$ cat src/rtl/mem_access_stage_pkg.sv
// Shared definitions for the MEM pipeline stage.
// Contents: funct3 access-size codes for loads and stores, the 2-bit FSM state
// encoding, and the byte-enable width used on the data-memory bus.
package mem_access_stage_pkg;

    localparam int unsigned BE_W = 4;

    // Load funct3 codes
    localparam logic [2:0] F3_LB  = 3'b000;
    localparam logic [2:0] F3_LH  = 3'b001;
    localparam logic [2:0] F3_LW  = 3'b010;
    localparam logic [2:0] F3_LBU = 3'b100;
    localparam logic [2:0] F3_LHU = 3'b101;

    // Store funct3 codes
    localparam logic [2:0] F3_SB  = 3'b000;
    localparam logic [2:0] F3_SH  = 3'b001;
    localparam logic [2:0] F3_SW  = 3'b010;

    // FSM states
    localparam logic [1:0] ST_IDLE = 2'd0;
    localparam logic [1:0] ST_BUSY = 2'd1;
    localparam logic [1:0] ST_DONE = 2'd2;

endpackage

$ cat src/rtl/mem_access_stage_load_format.sv
// mem_load_format: combinational lane select and sign/zero extension of a
// 32-bit read word.
// Ports:
//   rdata_i  - raw word from memory
//   off_i    - byte offset of the access within the word
//   funct3_i - load size/sign code
//   data_o   - formatted 32-bit load result
module mem_load_format
    import mem_access_stage_pkg::*;
(
    input  logic [31:0] rdata_i,
    input  logic [1:0]  off_i,
    input  logic [2:0]  funct3_i,
    output logic [31:0] data_o
);

    logic [7:0]  byte_sel;
    logic [15:0] half_sel;

    always_comb begin
        byte_sel = rdata_i[7:0];
        case (off_i)
            2'd0:    byte_sel = rdata_i[7:0];
            2'd1:    byte_sel = rdata_i[15:8];
            2'd2:    byte_sel = rdata_i[23:16];
            default: byte_sel = rdata_i[31:24];
        endcase
        half_sel = off_i[1] ? rdata_i[31:16] : rdata_i[15:0];

        case (funct3_i)
            F3_LB:   data_o = {{24{byte_sel[7]}}, byte_sel};
            F3_LH:   data_o = {{16{half_sel[15]}}, half_sel};
            F3_LBU:  data_o = {24'd0, byte_sel};
            F3_LHU:  data_o = {16'd0, half_sel};
            default: data_o = rdata_i;
        endcase
    end

endmodule

$ cat src/rtl/mem_access_stage.sv
// mem_access_stage: MEM pipeline stage. Issues loads/stores on a req/ack data
// memory bus with byte-lane steering, formats load data, stalls upstream while
// an access is outstanding and forwards the write-back payload to MEM/WB.
// Ports:
//   sys_clk_i, rst_i           - clock, synchronous active-high reset
//   valid_i .. rd_i            - EX/MEM register contents
//   dm_*                       - data memory bus (word address, byte enables)
//   stall_o                    - freeze upstream, bubble into MEM/WB
//   DM_rd_data_o .. rd_o       - write-back payload
//   mem_exc_o                  - pulse after an illegal memory op
//   bus_err_o                  - pulse in DONE when the access timed out
module mem_access_stage
    import mem_access_stage_pkg::*;
#(
    parameter int unsigned TIMEOUT_CYCLES = 16,
    parameter int unsigned CNT_W          = 8
) (
    input  logic            sys_clk_i,
    input  logic            rst_i,
    input  logic            valid_i,
    input  logic [31:0]     alu_result_i,
    input  logic [31:0]     rs2_data_i,
    input  logic            MemRead_i,
    input  logic            MemWrite_i,
    input  logic [2:0]      funct3_i,
    input  logic            RegWrite_i,
    input  logic            MemtoReg_i,
    input  logic [4:0]      rd_i,
    output logic            dm_req_o,
    output logic            dm_we_o,
    output logic [31:0]     dm_addr_o,
    output logic [31:0]     dm_wdata_o,
    output logic [BE_W-1:0] dm_be_o,
    input  logic [31:0]     dm_rdata_i,
    input  logic            dm_ack_i,
    output logic            stall_o,
    output logic [31:0]     DM_rd_data_o,
    output logic [31:0]     alu_result_o,
    output logic            RegWrite_o,
    output logic            MemtoReg_o,
    output logic [4:0]      rd_o,
    output logic            mem_exc_o,
    output logic            bus_err_o
);

    localparam logic [CNT_W-1:0] CntLast = CNT_W'(TIMEOUT_CYCLES - 1);

    logic [1:0]      state_q, state_d;
    logic [CNT_W-1:0] cnt_q, cnt_d;
    logic [31:0]     addr_q, addr_d;
    logic [31:0]     wdata_q, wdata_d;
    logic [31:0]     rdata_q, rdata_d;
    logic [BE_W-1:0] be_q, be_d;
    logic            we_q, we_d;
    logic [1:0]      off_q, off_d;
    logic [2:0]      f3_q, f3_d;
    logic            err_q, err_d;
    logic            exc_q, exc_d;

    logic [1:0]      off;
    logic            mem_op;
    logic            illegal;
    logic            bad_f3;
    logic            exc_now;
    logic            timeout_now;
    logic [BE_W-1:0] be_n;
    logic [31:0]     wdata_n;
    logic [31:0]     fmt_data;

    assign off    = alu_result_i[1:0];
    assign mem_op = valid_i & (MemRead_i | MemWrite_i);

    // Lane select uses the registered offset/size so the result tracks the
    // access actually on the bus, not whatever EX/MEM currently holds.
    mem_load_format u_load_format (
        .rdata_i  (dm_rdata_i),
        .off_i    (off_q),
        .funct3_i (f3_q),
        .data_o   (fmt_data)
    );

    // Legality check
    always_comb begin
        bad_f3 = 1'b0;
        if (MemRead_i) begin
            case (funct3_i)
                F3_LB, F3_LH, F3_LW, F3_LBU, F3_LHU: bad_f3 = 1'b0;
                default:                             bad_f3 = 1'b1;
            endcase
        end else begin
            case (funct3_i)
                F3_SB, F3_SH, F3_SW: bad_f3 = 1'b0;
                default:             bad_f3 = 1'b1;
            endcase
        end
        illegal = (MemRead_i & MemWrite_i) | bad_f3;
        if (funct3_i[1:0] == 2'b01 && off[0]) begin
            illegal = 1'b1;
        end
        if (funct3_i[1:0] == 2'b10 && off != 2'b00) begin
            illegal = 1'b1;
        end
    end

    // Store lane steering; loads read the whole word
    always_comb begin
        be_n    = 4'b1111;
        wdata_n = 32'd0;
        if (MemWrite_i) begin
            case (funct3_i)
                F3_SB: begin
                    wdata_n = {4{rs2_data_i[7:0]}};
                    be_n    = 4'b0001 << off;
                end
                F3_SH: begin
                    wdata_n = {2{rs2_data_i[15:0]}};
                    be_n    = 4'b0011 << off;
                end
                default: begin
                    wdata_n = rs2_data_i;
                    be_n    = 4'b1111;
                end
            endcase
        end
    end

    always_comb begin
        state_d  = state_q;
        cnt_d    = cnt_q;
        addr_d   = addr_q;
        wdata_d  = wdata_q;
        rdata_d  = rdata_q;
        be_d     = be_q;
        we_d     = we_q;
        off_d    = off_q;
        f3_d     = f3_q;
        err_d    = err_q;
        exc_d    = 1'b0;
        stall_o  = 1'b0;
        dm_req_o = 1'b0;

        case (state_q)
            ST_IDLE: begin
                if (mem_op) begin
                    if (illegal) begin
                        exc_d = 1'b1;
                    end else begin
                        state_d = ST_BUSY;
                        addr_d  = {alu_result_i[31:2], 2'b00};
                        we_d    = MemWrite_i;
                        be_d    = be_n;
                        wdata_d = wdata_n;
                        off_d   = off;
                        f3_d    = funct3_i;
                        cnt_d   = '0;
                        err_d   = 1'b0;
                        rdata_d = 32'd0;
                        stall_o = 1'b1;
                    end
                end
            end
            ST_BUSY: begin
                stall_o  = 1'b1;
                dm_req_o = 1'b1;
                // Ack is checked first so a same-cycle ack beats the timeout
                if (dm_ack_i) begin
                    rdata_d = fmt_data;
                    state_d = ST_DONE;
                end else if (cnt_q == CntLast) begin
                    err_d   = 1'b1;
                    rdata_d = 32'd0;
                    state_d = ST_DONE;
                end else begin
                    cnt_d = cnt_q + CNT_W'(1);
                end
            end
            ST_DONE: begin
                state_d = ST_IDLE;
            end
            default: begin
                state_d = ST_IDLE;
            end
        endcase
    end

    always_ff @(posedge sys_clk_i) begin
        if (rst_i) begin
            state_q <= ST_IDLE;
            cnt_q   <= '0;
            addr_q  <= 32'd0;
            wdata_q <= 32'd0;
            rdata_q <= 32'd0;
            be_q    <= '0;
            we_q    <= 1'b0;
            off_q   <= 2'd0;
            f3_q    <= 3'd0;
            err_q   <= 1'b0;
            exc_q   <= 1'b0;
        end else begin
            state_q <= state_d;
            cnt_q   <= cnt_d;
            addr_q  <= addr_d;
            wdata_q <= wdata_d;
            rdata_q <= rdata_d;
            be_q    <= be_d;
            we_q    <= we_d;
            off_q   <= off_d;
            f3_q    <= f3_d;
            err_q   <= err_d;
            exc_q   <= exc_d;
        end
    end

    assign exc_now     = (state_q == ST_IDLE) & mem_op & illegal;
    assign timeout_now = (state_q == ST_DONE) & err_q;

    assign dm_we_o      = we_q & dm_req_o;
    assign dm_addr_o    = addr_q;
    assign dm_wdata_o   = wdata_q;
    assign dm_be_o      = be_q;
    assign DM_rd_data_o = rdata_q;
    assign mem_exc_o    = exc_q;
    assign bus_err_o    = timeout_now;

    assign alu_result_o = alu_result_i;
    assign rd_o         = rd_i;
    assign MemtoReg_o   = MemtoReg_i;
    assign RegWrite_o   = RegWrite_i & valid_i & ~stall_o & ~exc_now & ~timeout_now;

endmodule
$ cat config.mk
export PLATFORM = sky130hd
export DESIGN_NAME = mem_access_stage
export DESIGN_NICKNAME = d
export VERILOG_FILES = /design/src/rtl/mem_access_stage_pkg.sv /design/src/rtl/mem_access_stage_load_format.sv /design/src/rtl/mem_access_stage.sv
export SDC_FILE = /design/constraint.sdc
export NUM_CORES = 1
export LEC_CHECK = 0
export ABC_AREA = 1
export CORE_ASPECT_RATIO = 1.75
export CORE_MARGIN = 2
export CORE_UTILIZATION = 60
export DETAILED_ROUTE_END_ITERATION = 10
export DONT_BUFFER_PORTS = 1
export PLACE_DENSITY_LB_ADDON = 0.3
export SLEW_MARGIN = 25
export SYNTH_ARGS = -nofsm -noshare
export SYNTH_HDL_FRONTEND = slang
export SYNTH_SLANG_ARGS = --single-unit
export TNS_END_PERCENT = 100
$ cat constraint.sdc
create_clock -name sys_clk_i -period 2.4 [get_ports sys_clk_i]
set_clock_uncertainty 0.05 [all_clocks]
set_input_delay 0.6 -clock sys_clk_i [delete_from_list [all_inputs] [get_ports sys_clk_i]]
set_output_delay 0.6 -clock sys_clk_i [all_outputs]
set_load 0.01 [all_outputs]
After elaboration in Yosys (flattened, before gate mapping) --
Cells that the tools add are included. Widths: inputs -> output; s select.
Operators by class: add/subtract/negate cells 1, multiply operators 0, div/mod/pow operators 0, order comparisons 0, eq/ne operators 20, shift operators 2, multiplexer cells 37, bitwise logic cells 18, reductions and logical operators 16
Operators with widths (count):
- $mux 32 | 5
- $pmux 32 s2 | 2
- $pmux 32 s4 | 1
- $mux 8 | 4
- $pmux 8 s3 | 1
- $mux 16 | 1
- $pmux 8 s2 | 1
- $mux 1 | 13
- $eq 3x3->1 const B | 4
- $and 1x1->1 | 10
- $ne 2x2->1 const B | 5
- $reduce_and 5->1 | 2
- $add 8x1->8 const B | 1
- $eq 8x4->1 const B | 1
- $mux 2 | 4
- $pmux 4 s2 | 1
- $eq 2x1->1 const B | 3
- $eq 2x2->1 const B | 3
- $eq 3x1->1 const B | 2
- $logic_not 3->1 | 2
- $not 1->1 | 6
- $reduce_and 3->1 | 2
- $reduce_or 3->1 | 2
- $reduce_or 5->1 | 1
- other kinds (12) | 17
Storage, ports and cells: flip-flop bits (word level) 116, latch bits 0, RAM bits 0, ROM bits 0, memories kept 0

Depth between registers and ports, before layout --
Gate-level depths: netlist (run 1).
depth after elaboration 14, depth in mapped cells 12, gate-level depth less buffers 11

Cells and area by module --
A second synthesis (run 1) with hierarchy kept.
Second synthesis, totals: cells, all modules 868, area total of the unflattened synthesis 6029.5 um^2
By module, submodules not included:
- mem_access_stage | times used 1, cells an instance 705, area an instance 5171.2 um^2, sequential area each 2322.2 um^2
- mem_load_format | times used 1, cells an instance 163, area an instance 858.3 um^2, sequential area each 0.0 um^2

Worst setup path before layout (run 1) --
OpenSTA, ideal clock, no wires.
kind input-to-output, start input port MemWrite_i, end output port RegWrite_o, arrival 1620 ps, setup slack 130 ps, cell stages on the path 6, path buffers 1, path through o21ai_1 -> nor2_2 -> nand3_2 -> clkbuf_1 -> nand4_1 -> nor3_1
Between the ends: word-level cells in the longest chain between the ends 11, elaborated cells between the ends (all ways) 16
Ends and longest elaborated chain:
- start, declared | RTL line mem_access_stage.sv:24 | input logic MemWrite_i,
- $and 1x1->1 | RTL line mem_access_stage.sv:96 | illegal = (MemRead_i & MemWrite_i) | bad_f3;
- $or 1x1->1 | RTL line mem_access_stage.sv:96
- $mux 1 | RTL line mem_access_stage.sv:97 | if (funct3_i[1:0] == 2'b01 && off[0]) begin
- $mux 1 | RTL line mem_access_stage.sv:100 | if (funct3_i[1:0] == 2'b10 && off != 2'b00) begin
- $mux 1 | RTL line mem_access_stage.sv:145 | if (illegal) begin
- $mux 1 | RTL line mem_access_stage.sv:144 | if (mem_op) begin
- $pmux 1 s2 | RTL line mem_access_stage.sv:142 | case (state_q)
- $not 1->1 | RTL line mem_access_stage.sv:228 | assign RegWrite_o = RegWrite_i & valid_i & ~stall_o & ~exc_now & ~timeout_now;
- $and 1x1->1 | RTL line mem_access_stage.sv:228
- $and 1x1->1 * (2 in series) | RTL line mem_access_stage.sv:228
- end, declared | RTL line mem_access_stage.sv:39 | output logic RegWrite_o,
Mark *: on every way between the ends. The rest lies on a longest branch, timed or not.

Final worst setup path (run 1) --
start register state_q[1], end output port stall_o
Between the ends: word-level cells in the longest chain between the ends 2, elaborated cells between the ends (all ways) 3
Ends and longest elaborated chain:
- start, declared | RTL line mem_access_stage.sv:48 | logic [1:0] state_q, state_d;
- start signal, assigned | RTL line mem_access_stage.sv:200 | state_q <= state_d;
- $eq 2x1->1 / $logic_not 2->1 (equally long branches) | RTL line mem_access_stage.sv:142
- $pmux 1 s2 * | RTL line mem_access_stage.sv:142
- end, declared | RTL line mem_access_stage.sv:36 | output logic stall_o,
Marked as above.

==> summary.txt, run 1 <==
LOGIC SYNTHESIS
--------------------------------------------------------------------------------
Number of library cell types mapped by synthesis                              27
Number of register bits inferred by synthesis                                116
Top post-synthesis cells by area                                    dfxtp_1, nand2_1, a21oi_1
Synth Warn #                                                                   0
Cells after Synth                                                            890
Share of synthesized area occupied by flip-flops and latches               40.4%
Top-area cell type share of the netlist area                               40.4%
Cell area after synthesis                                               5750 µm²
Mean cell area of the mapped netlist                                    6.46 µm²
Cell taking the most area after synthesis                                dfxtp_1

PWR
--------------------------------------------------------------------------------
Peak VDD IR                                                             0.573 mV
Total leakage power                                                      2.60 nW
Pwr Density                                                           853 nW/µm²

DRT
--------------------------------------------------------------------------------
Detailed-routing iteration count for the pre-antenna-repair pass               7
Number of vias after detailed routing                                       5503
Routed wire length per instance                                          16.4 µm
Remaining routing DRC violations                                               0
Vias per cell                                                               5.65
Drt initial violations                                                       352
Number of antenna-violating nets in the routed design                          0
Total detailed-routing wirelength                                       16000 µm

GLOBAL ROUTE
--------------------------------------------------------------------------------
Pin count of the biggest net entering global routing                         101
Remaining global-route overflow                                                0
Total global-route track usage                                             30.6%
Via count of the first global-routing pass                                  5296
Number of antenna violations at the first check in global routing              0
Wire length of the first global-routing pass                            25300 µm

WORST HOLD PATH
--------------------------------------------------------------------------------
Min-delay src                                                              rst_i
HP Class                                                               in -> reg

RUN STATUS
--------------------------------------------------------------------------------
Run status                                                          complete, no violations

FLOORPLAN
--------------------------------------------------------------------------------
Die Y-Extent                                                              134 µm
Chip width                                                               78.0 µm
Initial cell density of the core                                           61.1%
Std cell rows                                                                 47
Floorplan core area                                                     9410 µm²
Area of the die                                                        10400 µm²
Num ports                                                                    256

WORST SETUP PATH
--------------------------------------------------------------------------------
Class of the most critical setup path                                 reg -> out
Signal arrival time at the worst endpoint                                1.62 ns
Crit. End Element                                                    output port
Maximum fanout along the worst path                                           12
Kind of start point of the critical path                               flip-flop
Launching instance or port of the critical path                       state_q[1]
Worst flop-to-flop path startpoint                                    state_q[0]
Required time at the worst-slack endpoint                                1.75 ns

LAYOUT
--------------------------------------------------------------------------------
Commonest cells after routing, fill and taps aside                  nand2_1, nor2_1, dfxtp_1, a21oi_1, inv_1
Area added between synthesis and finish                                    7.07%
Proportion of layout cells with a drive suffix above 1                     7.16%
Count of non-filler cells in the finished layout                             974
# fillers                                                                    857
Share of the core filled with cells                                        65.4%
Total Nets Final                                                             952
Antenna diode instance count                                                   0
Leading cell type in the layout, fill and taps excluded                  nand2_1

CTS
--------------------------------------------------------------------------------
Latest clock arrival within the worst-skew pair                          0.41 ns
Clock slew at reported path FFs                                          0.05 ns
Clock tree from TritonCTS                                                  built
Post-CTS Hold Fix Bufs                                                         0
Clock sinks                                                                  116
Post-CTS setup buffers                                                         0
H-Tree Depth                                                                   4
CTS max path bufs                                                              2
Clock buffers created by TritonCTS                                            17
Number of gates resized after cts                                              0
Clock Tree Root                                                        clkbuf_16

FLOW RUN
--------------------------------------------------------------------------------
Max-Cap Viols                                                                  0

PLACE
--------------------------------------------------------------------------------
Global placement routability congestion                                    0.923
Number of placed instances with taps included                                942
Count of port buffers added during placement                                   0
Half-perimeter wire length after detailed placement                     11600 µm

STA
--------------------------------------------------------------------------------
Minimum clock period                                                     2.27 ns
Setup Viol. Count Final                                                        0
Worst-Margin Slew                                                       0.615 ns
Worst slew slack as a fraction of its limit                                59.0%
Setup Total Neg Slack                                                       0 ns
Crit share post-route                                                      94.6%
Setup repair after global routing missed its margin                           no
Total count of hold-check failures in the final report                         0
Worst hold slack across all endpoints                                   0.214 ns
Max Slew Vio Count                                                             0
Max Clock Freq                                                           440 MHz

## layer usage
layer	global-route usage (%)	vias up	wire, µm
li1	-	2657	-
met1	30.9	2471	5480
met2	53.9	316	8240
met3	12.6	59	1580
met4	14.3	0	702
met5	0	-	0
## per-stage QoR
stage                     setup WS (ns)  power (mW)  instance area (µm²)
after floorplan                   0.130        2.50                 5750
after global placement            0.307        2.49                 5500
after detailed placement          0.304        2.50                 5500
after CTS                         0.112        5.28                 6160
after global routing             0.0221        5.43                 6160
final                             0.129        5.25                 6160
## report_power, final
group	switching [mW]	leakage, nW	internal, mW
clock network	0.885	0.308	1.90
logic	0.288	1.36	0.126
registers	0.0687	0.939	1.99
total	1.24	2.60	4.01
## kinds of logic after synthesis
| logic type | count (synthesis) | synth area share [%] |
|---|---|---|
| DFF | 116 | 40.4 |
| xor gates and xnor gates | 1 | 0.152 |
| AOI/OAI and AO/OA | 162 | 14.3 |
| other | 1 | 0.0652 |
| and+or+nand+nor | 458 | 31.7 |
| adders and majority gates | 1 | 0.218 |
| buffers and inverters | 151 | 13.3 |
## cell usage after synthesis, drive strengths merged
master and instances:
buf 60, nand4 8, nand2 277, dfxtp 116
a21oi 107, a21o 1, clkbuf 25, inv 64
nor2 137, ha 1, conb 1, nor3 9
xnor2 1, clkinv 2, a31oi 1, o21ai 51
o21bai 2, nand3 27
## cell type report
type                            instances  area, µm²  area share [%]
Multi-Input combinational cell        624       2670            43.4
Sequential cell                       116       2320            37.7
Clock buffer                           20        457            7.42
Inverter                               66        248            4.02
Clock inverter                         12        203            3.29
Tap cell                              122        153            2.48
Timing Repair Buffer                   14        105            1.71
## critical path: stages (launching register included)
cell and delay (ns):
dfxtp_1 0.35, nor2_1 0.14, inv_1 0.06, nor2_2 0.14, nand3_2 0.13, buf_4 0.20
nand2_1 0.07, buf_4 0.12
## flip-flops by register name, summed over array words and instances (netlist names)
signal / cells
cnt_q: 8
err_q: 1
dm_wdata_o: 32
state_q: 2
DM_rd_data_o: 32
dm_addr_o: 30
off_q: 2
f3_q: 3
mem_exc_o: 1
we_q: 1
dm_be_o: 4
## final timing paths
kind	end	slack, ns	depth (start not counted)
max	stall_o	0.13	7
min	dm_addr_o[26]	0.21	1
max reg2reg	cnt_q[7]	0.44	9
min reg2reg	we_q	0.42	2
(Power assumes the default switching activity.)
==> run 2, diff against run 1 <==
SLEW_MARGIN = 15   (was 25)
==> results of run 2 <==
No change in the layout: final DEF, timing and power equal those of run 1.
